**src/rtl/pipe_stage_elastic.sv**
```systemverilog
// Elastic pipeline stage: valid/ready register with a 2-entry skid buffer and occupancy report.
// Optional stall/bubble performance counters are built only when PIPE_STAGE_PERF_EN is defined.
module pipe_stage_elastic #(
   parameter int unsigned       DATA_W    = 32,
   parameter logic [DATA_W-1:0] RESET_VAL = '0,
   parameter int unsigned       CNT_W     = 16
) (
   input  logic              CLK,
   input  logic              nRST,
   input  logic              flush,
   input  logic              in_valid,
   output logic              in_ready,
   input  logic [DATA_W-1:0] in_data,
   output logic              out_valid,
   input  logic              out_ready,
   output logic [DATA_W-1:0] out_data,
   output logic [1:0]        occ,
   output logic [CNT_W-1:0]  stall_cnt,
   output logic [CNT_W-1:0]  bubble_cnt
);

   // State encoding doubles as the occupancy count, so occ exposes the FSM directly.
   typedef enum logic [1:0] {
      EMPTY = 2'd0,
      ONE   = 2'd1,
      FULL  = 2'd2
   } state_t;

   state_t            state_q;
   logic [DATA_W-1:0] main_q;
   logic [DATA_W-1:0] skid_q;
   logic              acc;
   logic              pop;

   // Handshake: a beat moves on a port in any cycle where valid and ready are both high
   // at the rising edge; in_ready and out_valid depend only on registered state.
   assign in_ready  = (state_q != FULL);
   assign out_valid = (state_q != EMPTY);
   assign out_data  = main_q;
   assign occ       = state_q;
   assign acc       = in_valid & in_ready;
   assign pop       = out_valid & out_ready;

   always_ff @(posedge CLK or negedge nRST) begin
      if (!nRST) begin
         state_q <= EMPTY;
         main_q  <= RESET_VAL;
         skid_q  <= RESET_VAL;
      end else if (flush) begin
         state_q <= EMPTY;
         main_q  <= RESET_VAL;
         skid_q  <= RESET_VAL;
      end else begin
         case (state_q)
            EMPTY: begin
               if (acc) begin
                  state_q <= ONE;
                  main_q  <= in_data;
               end
            end
            ONE: begin
               if (acc && pop) begin
                  main_q <= in_data;
               end else if (acc) begin
                  state_q <= FULL;
                  skid_q  <= in_data;
               end else if (pop) begin
                  state_q <= EMPTY;
               end
            end
            FULL: begin
               // in_ready is low here, so only a pop can happen.
               if (pop) begin
                  state_q <= ONE;
                  main_q  <= skid_q;
               end
            end
            default: state_q <= EMPTY;
         endcase
      end
   end

`ifdef PIPE_STAGE_PERF_EN
   logic [CNT_W-1:0] stall_q;
   logic [CNT_W-1:0] stall_d;
   logic [CNT_W-1:0] bubble_q;
   logic [CNT_W-1:0] bubble_d;

   // Saturating counters; flush deliberately leaves them untouched.
   always_comb begin
      stall_d  = stall_q;
      bubble_d = bubble_q;
      if (out_valid && !out_ready && (stall_q != '1)) begin
         stall_d = stall_q + CNT_W'(1);
      end
      if (!out_valid && out_ready && (bubble_q != '1)) begin
         bubble_d = bubble_q + CNT_W'(1);
      end
   end

   always_ff @(posedge CLK or negedge nRST) begin
      if (!nRST) begin
         stall_q  <= '0;
         bubble_q <= '0;
      end else begin
         stall_q  <= stall_d;
         bubble_q <= bubble_d;
      end
   end

   assign stall_cnt  = stall_q;
   assign bubble_cnt = bubble_q;
`else
   assign stall_cnt  = '0;
   assign bubble_cnt = '0;
`endif

endmodule

```
**config.mk**
```make
export PLATFORM = sky130hd
export DESIGN_NAME = pipe_stage_elastic
export DESIGN_NICKNAME = d
export VERILOG_FILES = /design/src/rtl/pipe_stage_elastic.sv
export SDC_FILE = /design/constraint.sdc
export NUM_CORES = 1
export LEC_CHECK = 0
export CORE_UTILIZATION = 25
export DETAILED_ROUTE_END_ITERATION = 16
export PLACE_DENSITY = 0.54
export REMOVE_ABC_BUFFERS = 1
export SLEW_MARGIN = 20
export SYNTH_ARGS = -nofsm -noshare
export SYNTH_HDL_FRONTEND = slang
export SYNTH_SLANG_ARGS = --single-unit
```
**constraint.sdc**
```tcl
create_clock -name CLK -period 2.31 [get_ports CLK]
set_input_delay 0.462 -clock CLK [delete_from_list [all_inputs] [get_ports CLK]]
set_output_delay 0.462 -clock CLK [all_outputs]
set_load 0.05 [all_outputs]
```
Word level (Yosys, flattened, before mapping)
Index checks and enable logic that the tools add are counted.
{"block": "word_totals", "regBits": 66, "inputBits": 37, "out_inout_bits": 68, "elab_cells": 38}
{"block": "classes", "eq_ne": 9, "mux": 15, "bitwise": 2, "n_reduce_logical": 9}
{"operator": "two-way mux 32 bit", "n": 7}
{"operator": "one-hot mux 32 bit (3 select lines)", "n": 1}
{"operator": "two-way mux 2 bit", "n": 6}
{"operator": "!= test 3 bit (second input constant)", "n": 4}
{"operator": "AND reduction 4 bit", "n": 2}
{"operator": "one-hot mux 2 bit (3 select lines)", "n": 1}
{"operator": "nonzero test 2 bit", "n": 3}
{"operator": "!= test 2 bit (second input constant)", "n": 2}
{"operator": "!= test 4 bit (second input constant)", "n": 1}
{"operator": "nonzero test 4 bit", "n": 1}
{"operator": "AND reduction 3 bit", "n": 1}
{"operator": "bitwise AND 1 bit", "n": 2}
{"operator": "equality test 2 x 1 -> 1 bit (second input constant)", "n": 1}
{"operator": "equality test 2 bit (second input constant)", "n": 1}
{"operator": "zero test 2 bit", "n": 1}
{"operator": "logical AND 1 bit", "n": 1}

Logic depth before layout (Yosys ltp)
Gate-level depths: netlist of the first run.
{"block": "logic_depth", "ltp_word": 7, "mapped_depth": 7, "mapped_depth_nobuf": 5}

Least setup slack after synthesis of the first run
No wires, ideal clock.
{"block": "synth_path", "path_kind": "reg-to-output", "startpoint": "reg state_q[0] (netlist: occ[0])", "endpoint": "out in_ready", "arrival_ns": 1.438, "required_ns": 1.848, "path_slack_ns": 0.410, "stages_incl_launch_ff": 5, "n_path_buf": 2, "cell_sequence": "dfrtp_1 -> nor2b_1 -> buf_6 -> inv_1 -> buf_2"}
{"block": "synth_via", "elab_chain_cells": 1}
{"item": "from (decl)", "line": "29", "text": "state_t state_q;"}
{"item": "from (signal assigned)", "line": "46", "text": "state_q <= EMPTY;"}
{"item": "from (signal assigned)", "line": "50", "text": "state_q <= EMPTY;"}
{"item": "from (signal assigned)", "line": "57", "text": "state_q <= ONE;"}
{"item": "!= test 2 bit", "line": "37", "text": "assign in_ready = (state_q != FULL);"}
{"item": "to (decl)", "line": "12", "text": "output logic in_ready,"}
Every way passes these cells.

Final worst setup path of the first run
{"block": "layout_path", "startpoint": "reg state_q[0] (netlist: occ[0])", "endpoint": "out occ[0]"}
{"item": "to (decl)", "line": "17", "text": "output logic [1:0] occ,"}
No word-level cell between the ends.

==> results of run 1 <==
worst reg2reg max path: stages (launching register included):
cell and delay (ps):
dfrtp_1 480, nor2b_4 210, inv_1 260, buf_4 290
nand2_1 80, a21oi_1 60, mux2_4 260
per-stage QoR:
step / setup WS, ps / total power [uW] / hold WS (ps) / std cells / instance area [um^2]
floorplan: -1350 / 1780 / 166 / 275 / 3050
global placement: 140 / 2060 / 488 / 529 / 4130
detailed placement: 107 / 2070 / 491 / 529 / 4130
CTS: 2.47 / 3280 / 155 / 544 / 4380
global route: 76.2 / 3380 / 161 / 544 / 4380
finish: 131 / 3230 / 129 / 544 / 4380
cell type report:
cell class / instances / area (um^2)
fillers: 1289 / 8340
well taps: 172 / 215
clock buffers: 11 / 233
inverters: 2 / 7.51
multi-input cells: 207 / 1410
flip-flops and latches: 66 / 1650
clock inverters: 4 / 20.0
repair buffers: 82 / 848
layer usage:
layer	vias to the layer above	global-route usage, %
li1	1097	-
met1	1132	15.3
met2	72	19.2
met3	10	4.00
met4	0	4.05
met5	-	0
flip-flops by register name, indices dropped and copies added, names as in the netlist:
| register | count |
|---|---|
| occ | 2 |
| skid_q | 32 |
| out_data | 32 |
logic make-up after synthesis:
logic type / Yosys count / synth area share [%]
AOI/OAI and AO/OA: 68 / 14.9
DFF: 66 / 50.3
and+or+nand+nor: 74 / 9.00
muxes: 33 / 14.7
other: 1 / 0.114
buffers and inverters: 54 / 11.0
how the worst max path moves through the flow:
stage          startpoint           end  depth (start not counted)
3_5_place_dp     in_valid    skid_q[11]                          5
5_1_grt            occ[0]        occ[0]                          1
6_report           occ[0]        occ[0]                          1
3_3_place_gp     in_valid  out_data[20]                          6
4_1_cts            occ[0]     out_valid                          2
2_1_floorplan      occ[1]   out_data[0]                          5
layout by cell type (no fill, tap or decap), drive strengths merged, types with 4 or more instances in the layout:
cell type / netlist / routed
clkdlybuf4s50: 0 / 68
dfrtp: 66 / 66
nand2: 64 / 64
a21oi: 34 / 34
a22o: 32 / 32
conb: 1 / 32
mux2: 32 / 32
buf: 45 / 13
clkbuf: 7 / 11
clkinv: 0 / 4
where the power goes:
part | switching (uW) | total [uW] | internal [uW]
logic | 490 | 774 | 284
clock network | 471 | 1180 | 712
registers | 42.8 | 1270 | 1230
==> results.py, run 1 <==
metrics = {
    "status": {
        "status": "finished, final reports clean",
    },
    "cells_and_area": {
        "fin_nets": 405,
        "postLayoutCoreUtil_pct": 34.4,
        "syn2layout_area_growth_pct": 33.5,
        "drive_gt1_share_pct": 17.2,
        "n_antenna_cell": 0,
    },
    "synthesis": {
        "synth_top_area_share_pct": 50.3,
        "ys_seq_area_share_pct": 50.3,
        "synthArstFlopShare_pct": 100,
        "yosysTopAreaCell": "dfrtp_1",
        "avgSynthCellArea_um2": 11.1,
        "synth.most_common_cell": "dfrtp_1",
        "ys_types": 21,
        "yosys_warnings": 0,
        "synth_area_mm2": 0.00328,
        "netlist_instances": 296,
        "netlist_top_cells_count": "dfrtp_1 (66), nand2_1 (64), a21oi_1 (34)",
        "synth_edf_count": 0,
        "ys_ff_latch": 66,
        "ys.flop_type": "dfrtp_1",
        "synthTopCellsByArea": "dfrtp_1 (50%), mux2_4 (14%), a22o_1 (8.5%)",
    },
    "critical_path": {
        "path_cells": "clkdlybuf4s50_1",
        "crit_path_top_delay_cell": "clkdlybuf4s50_1",
        "critPathBufInv": 1,
        "critical-path-top-delay-family": "buffers and inverters",
        "critPathMaxStageDelay_ps": 870,
        "crit_type": "reg2out",
        "end_kind": "output pin",
        "cp_data_required_time_ps": 1850,
        "rrSetupSlack_ps": 540,
        "r2r_cells": 6,
        "cp_max_fo": 7,
        "cp_data_arrival_time_ps": 1720,
        "r2r-end": "out_data[26]",
        "cp-start-kind": "flop",
        "reg2reg_from": "occ[0]",
    },
    "detailed_routing": {
        "drt-total-wl_um": 7580,
        "drc_errors": 0,
        "route.met3.wl_um": 451,
        "highest_layer": "met4",
        "via_count": 2311,
        "met2WireLength_um": 3610,
        "first_iter_violations": 154,
        "vias_per_cell": 4.25,
        "avgRoutedWirePerCell_um": 13.9,
        "wl_met1_um": 3420,
        "first_pass_iters": 4,
        "drtAntennaViolNets": 0,
    },
    "die": {
        "dieArea_mm2": 0.0136,
        "die_w_um": 117,
        "fp.coreArea_mm2": 0.0127,
        "rows": 41,
        "start_util_pct": 25.8,
        "io_pins": 105,
        "die_h_um": 117,
    },
    "hold_path": {
        "min_path_type": "in2async",
    },
    "power": {
        "p_leak_uw": 0.00208,
        "ir_worst_vdd_mv": 0.380,
        "p_per_area_mw_per_mm2": 736,
    },
    "global_route": {
        "antenna_found_initial": 0,
        "grt_pass1_vias": 2320,
        "grt_pass1_wl_um": 12200,
        "grt_overflow": 0,
        "grt_start_max_net_pins": 67,
        "grt.total_usage_pct": 12.0,
    },
    "clock_network": {
        "clock-sinks": 66,
        "cts_max_path_buffers": 2,
        "h-tree-depth": 3,
        "path_clk_slew_ps": 50,
        "post_cts.repair.setup_buffers": 0,
        "cts_tree": "yes",
        "cts-root-buf": "clkbuf_16",
        "cts_made_buffers": 9,
        "cts_hold_buf": 0,
        "clock_latency_ps": 320,
        "cts_resized": 0,
    },
    "timing": {
        "max_freq_mhz": 459,
        "period_needed_ps": 2180,
        "finalSetupViolCount": 0,
        "rsz0062_at_grt": "no",
        "finalSetupTns_ps": 0,
        "finalHoldViolations": 0,
        "worst_pin_slew_ps": 834,
        "finalClockSkew_ps": 4.68,
        "slew_headroom_pct": 44.3,
        "slew_violations": 0,
        "post-route-period-util_pct": 94.3,
    },
    "run": {
        "max_cap_viol_count": 0,
    },
    "placement": {
        "io_buffers": 72,
        "dpl.hpwl_um": 4780,
        "gp_congestion": 0.757,
    },
}
(Power assumes the default switching activity.)
==> run 2, diff against run 1 <==
--- a/config.mk
+++ b/config.mk
@@ -5,10 +5,12 @@
 export SDC_FILE = /design/constraint.sdc
 export NUM_CORES = 1
 export LEC_CHECK = 0
-export CORE_UTILIZATION = 25
+export CORE_MARGIN = 4
+export CORE_UTILIZATION = 39
 export DETAILED_ROUTE_END_ITERATION = 16
-export PLACE_DENSITY = 0.54
+export PLACE_DENSITY = 0.74
 export REMOVE_ABC_BUFFERS = 1
+export SKIP_LAST_GASP = 1
 export SLEW_MARGIN = 20
 export SYNTH_ARGS = -nofsm -noshare
 export SYNTH_HDL_FRONTEND = slang
==> run 2 against run 1 <==
Fmax fell by 1.4%. Wire length is 2.0% higher. Cell area fell by 3.0%.
==> results.py, run 2 (synthesis gave the netlist of run 1 again) <==
metrics = {
    "status": {
        "status": "finished, final reports clean",
    },
    "critical_path": {
        "cp-start-kind": "flop",
        "critPathBufInv": 1,
        "path_cells": "clkdlybuf4s50_1",
        "cp_max_fo": 7,
        "cp_data_required_time_ps": 1850,
        "crit_path_top_delay_cell": "clkdlybuf4s50_1",
        "end_kind": "output pin",
        "critical-path-top-delay-family": "buffers and inverters",
        "crit_type": "reg2out",
        "cp_data_arrival_time_ps": 1750,
        "critPathMaxStageDelay_ps": 870,
    },
    "die": {
        "dieArea_mm2": 0.00995,
        "io_pins": 105,
        "die_h_um": 99.7,
        "die_w_um": 99.7,
        "rows": 33,
        "fp.coreArea_mm2": 0.00822,
        "start_util_pct": 39.9,
    },
    "cells_and_area": {
        "drive_gt1_share_pct": 18.6,
        "syn2layout_area_growth_pct": 29.5,
        "n_antenna_cell": 0,
        "n_fill_cell": 743,
        "layout_common_cells": "clkdlybuf4s50_1 (68), dfrtp_1 (66), nand2_1 (64)",
        "fin_nets": 408,
        "layout_commonest_cell": "clkdlybuf4s50_1",
    },
    "detailed_routing": {
        "avgRoutedWirePerCell_um": 16.1,
        "first_iter_violations": 132,
        "drt-total-wl_um": 7720,
        "drc_errors": 0,
        "vias_per_cell": 4.93,
        "drtAntennaViolNets": 0,
        "first_pass_iters": 4,
        "via_count": 2372,
    },
    "run": {
        "max_cap_viol_count": 0,
    },
    "timing": {
        "finalClockSkew_ps": 5.37,
        "finalSetupTns_ps": 0,
        "finalHoldViolations": 0,
        "timing.hold.ws_ps": 59.9,
        "slew_violations": 0,
        "worst_pin_slew_ps": 618,
        "finalSetupViolCount": 0,
        "max_freq_mhz": 452,
        "finalWorstSetupSlack_ps": 98.9,
        "post-route-period-util_pct": 95.7,
        "slew_headroom_pct": 58.8,
        "period_needed_ps": 2210,
        "rsz0062_at_grt": "no",
    },
    "clock_network": {
        "cts-root-buf": "clkbuf_8",
        "path_clk_slew_ps": 70,
        "cts_max_path_buffers": 2,
        "clock-sinks": 66,
        "clock_latency_ps": 350,
        "h-tree-depth": 3,
        "cts_hold_buf": 0,
        "cts_tree": "yes",
        "cts_made_buffers": 9,
    },
    "placement": {
        "pre_cts_ws_ps": 121,
        "io_buffers": 72,
        "dpl.hpwl_um": 5110,
        "gp_congestion": 0.739,
    },
    "power": {
        "ir_worst_vdd_mv": 0.429,
        "p_leak_uw": 0.00206,
        "p_per_area_mw_per_mm2": 713,
    },
    "global_route": {
        "grt_pass1_vias": 2505,
        "grt_pass1_wl_um": 12700,
        "grt_overflow": 0,
        "grt.total_usage_pct": 16.3,
        "grt_start_max_net_pins": 33,
        "antenna_found_initial": 0,
    },
    "hold_path": {
        "min_path_type": "in2async",
    },
}
## run 2: changes by cell type in the layout (fill, tap and decap cells not counted), moves of 2 or more
cell,delta
clkbuf_1,-2
clkbuf_8,+10
buf_4,+4
clkinv_2,-2
clkbuf_16,-9
## run 2: path summary, 6_finish.rpt
path	cells after the start	to	from	slack, ps
max in group asynchronous	2	out_data[15]	nRST	1590
setup / recovery	1	occ[0]	occ[0]	100
setup reg to reg	6	out_data[20]	occ[0]	510
min in group CLK	2	occ[0]	flush	430
hold / removal	1	out_data[24]	nRST	60
hold reg to reg	1	skid_q[6]	skid_q[6]	510
## run 2: metrics by stage
stage	util, %	instances	power (uW)	cell area [um^2]
finish	51.7	481	3030	4250
global placement	49.3	465	2060	4050
CTS	51.7	481	3060	4250
floorplan	-	275	1780	3050
detailed placement	49.3	465	2070	4050
global route	51.7	481	3160	4250
## run 2: power breakdown
| group | switching, uW | internal (uW) | total [uW] |
|---|---|---|---|
| Clock | 457 | 529 | 987 |
| Sequential | 45.5 | 1220 | 1270 |
| Combinational | 491 | 283 | 774 |
## run 2: area by class of cell
class / instances / area (um^2) / area share, %
multi-input combinational: 207 / 1400 / 33.0
clock inverter: 6 / 65.1 / 1.53
sequential: 66 / 1650 / 38.9
timing repair buffer: 85 / 855 / 20.1
clock buffer: 10 / 138 / 3.24
inverter: 2 / 7.51 / 0.177
tap: 105 / 131 / 3.09
## run 2: timing repair
action	4_1_cts	5_1_grt
endpoints found under the setup margin	1	0
resized for setup	1	0
setup buffers	0	0
## run 2: layer usage
layer	vias to the layer above	global-route usage, %	wire [um]
met3	10	5.40	480
met1	1166	21.8	3410
met5	-	0	0
met2	96	25.1	3720
met4	0	5.04	113
li1	1100	-	-
==> run 3, diff against run 2 <==
--- a/config.mk
+++ b/config.mk
@@ -7,6 +7,7 @@
 export LEC_CHECK = 0
 export CORE_MARGIN = 4
 export CORE_UTILIZATION = 39
+export CTS_BUF_LIST = sky130_fd_sc_hd__clkbuf_16
 export DETAILED_ROUTE_END_ITERATION = 16
 export PLACE_DENSITY = 0.74
 export REMOVE_ABC_BUFFERS = 1
==> run 3 against run 2 <==
Power up 11%. Non-clock buffer count unchanged. Register-to-register slack about the same. Wire length down 0.27%. Fmax up 1.3%. Global-route usage down 0.074 points. Core utilization up 1.2 points. Sequential cell count unchanged. Clock power up 35%. Critical endpoint unchanged. Largest cell class unchanged.
==> results.py, run 3 (synthesis gave the netlist of run 1 again) <==
metrics = {
    "critical_path": {
        "path_cells": "clkdlybuf4s50_1",
        "critPathBufInv": 1,
        "critical-path-top-delay-family": "buffers and inverters",
        "cp_data_required_time_ps": 1850,
        "cp-start-kind": "flop",
        "critPathMaxStageDelay_ps": 870,
        "crit_path_top_delay_cell": "clkdlybuf4s50_1",
        "end_kind": "output pin",
        "crit_type": "reg2out",
        "cp_max_fo": 7,
        "cp_data_arrival_time_ps": 1720,
    },
    "clock_network": {
        "clock-sinks": 66,
        "cts_made_buffers": 9,
        "post_cts.repair.setup_buffers": 0,
        "path_clk_slew_ps": 60,
        "cts_max_path_buffers": 2,
        "clock_latency_ps": 330,
        "cts_resized": 0,
        "cts_tree": "yes",
        "cts_hold_buf": 0,
        "h-tree-depth": 3,
        "cts-root-buf": "clkbuf_16",
    },
    "timing": {
        "period_needed_ps": 2180,
        "slew_violations": 0,
        "finalSetupViolCount": 0,
        "worst_pin_slew_ps": 624,
        "slew_headroom_pct": 58.3,
        "timing.hold.ws_ps": 82.6,
        "max_freq_mhz": 458,
        "finalSetupTns_ps": 0,
        "finalHoldViolations": 0,
        "finalWorstSetupSlack_ps": 126,
        "rsz0062_at_grt": "no",
        "post-route-period-util_pct": 94.5,
        "finalClockSkew_ps": 3.67,
    },
    "die": {
        "io_pins": 105,
        "fp.coreArea_mm2": 0.00822,
        "dieArea_mm2": 0.00995,
        "die_w_um": 99.7,
        "start_util_pct": 39.9,
        "rows": 33,
        "die_h_um": 99.7,
    },
    "power": {
        "fin_total_pwr_uw": 3370,
        "p_per_area_mw_per_mm2": 777,
        "p_leak_uw": 0.00211,
        "ir_worst_vdd_mv": 0.622,
    },
    "placement": {
        "io_buffers": 72,
        "dpl.hpwl_um": 5110,
        "gp_congestion": 0.739,
        "pre_cts_ws_ps": 121,
    },
    "detailed_routing": {
        "avgRoutedWirePerCell_um": 16.0,
        "first_pass_iters": 4,
        "vias_per_cell": 4.98,
        "drt-total-wl_um": 7700,
        "drtAntennaViolNets": 0,
        "drc_errors": 0,
        "first_iter_violations": 112,
        "via_count": 2393,
    },
    "global_route": {
        "antenna_found_initial": 0,
        "grt_pass1_wl_um": 12700,
        "grt_overflow": 0,
        "grt_pass1_vias": 2506,
        "grt_start_max_net_pins": 33,
        "grt.total_usage_pct": 16.2,
    },
    "status": {
        "status": "finished, final reports clean",
    },
    "cells_and_area": {
        "drive_gt1_share_pct": 18.4,
        "syn2layout_area_growth_pct": 32.4,
        "n_antenna_cell": 0,
        "n_fill_cell": 730,
        "fin_nets": 408,
        "layout_common_cells": "clkdlybuf4s50_1 (68), dfrtp_1 (66), nand2_1 (64)",
        "postLayoutCoreUtil_pct": 52.9,
        "layout_commonest_cell": "clkdlybuf4s50_1",
    },
    "run": {
        "max_cap_viol_count": 0,
    },
    "hold_path": {
        "min_path_type": "in2async",
    },
}
## run 3: cell types whose count changed in the layout (fill, tap and decap cells not counted)
cell / previous run / this run
dlygate4sd2_1: 1 / 0
clkbuf_8: 10 / 0
clkinv_1: 0 / 1
clkbuf_16: 0 / 9
dlymetal6s2s_1: 0 / 1
## run 3: through the flow
stage	area, um^2	instances
floorplan	3050	275
global placement	4050	465
detailed placement	4050	465
CTS	4340	481
global route	4340	481
finish	4340	481
## run 3: report_power, final
group	total (uW)	leakage [uW]	internal, uW	switching (uW)
Combinational	775	0.00108	284	491
Clock	1330	0.000143	832	496
Sequential	1270	0.000883	1230	45.4
Total	3370	0.00211	2340	1030
## run 3: metal layers
| layer | GRT usage (%) | vias to the layer above | share of wire [%] |
|---|---|---|---|
| li1 | - | 1100 | - |
| met1 | 21.7 | 1188 | 43 |
| met2 | 25.0 | 95 | 49 |
| met3 | 4.98 | 10 | 6.5 |
| met4 | 5.57 | 0 | 1.5 |
| met5 | 0 | - | 0 |
## run 3: layout make-up
| class | instances | area [um^2] | area share (%) |
|---|---|---|---|
| clock buffers | 9 | 225 | 5.18 |
| well taps | 105 | 131 | 3.02 |
| flip-flops and latches | 66 | 1650 | 38.0 |
| clock inverters | 7 | 68.8 | 1.58 |
| repair buffers | 85 | 858 | 19.8 |
| inverters | 2 | 7.51 | 0.173 |
| multi-input cells | 207 | 1400 | 32.3 |
## run 3: path summary, 6_finish.rpt
check / from / endpoint / slack [ps] / cells past startpoint
worst min register to register: skid_q[0] / skid_q[0] / 500 / 1
max in group asynchronous: nRST / skid_q[7] / 1560 / 2
min in group CLK: flush / occ[0] / 450 / 2
worst max register to register: occ[0] / out_data[20] / 520 / 6
worst max-delay path: occ[0] / occ[0] / 130 / 1
worst min-delay path: nRST / out_data[24] / 80 / 1
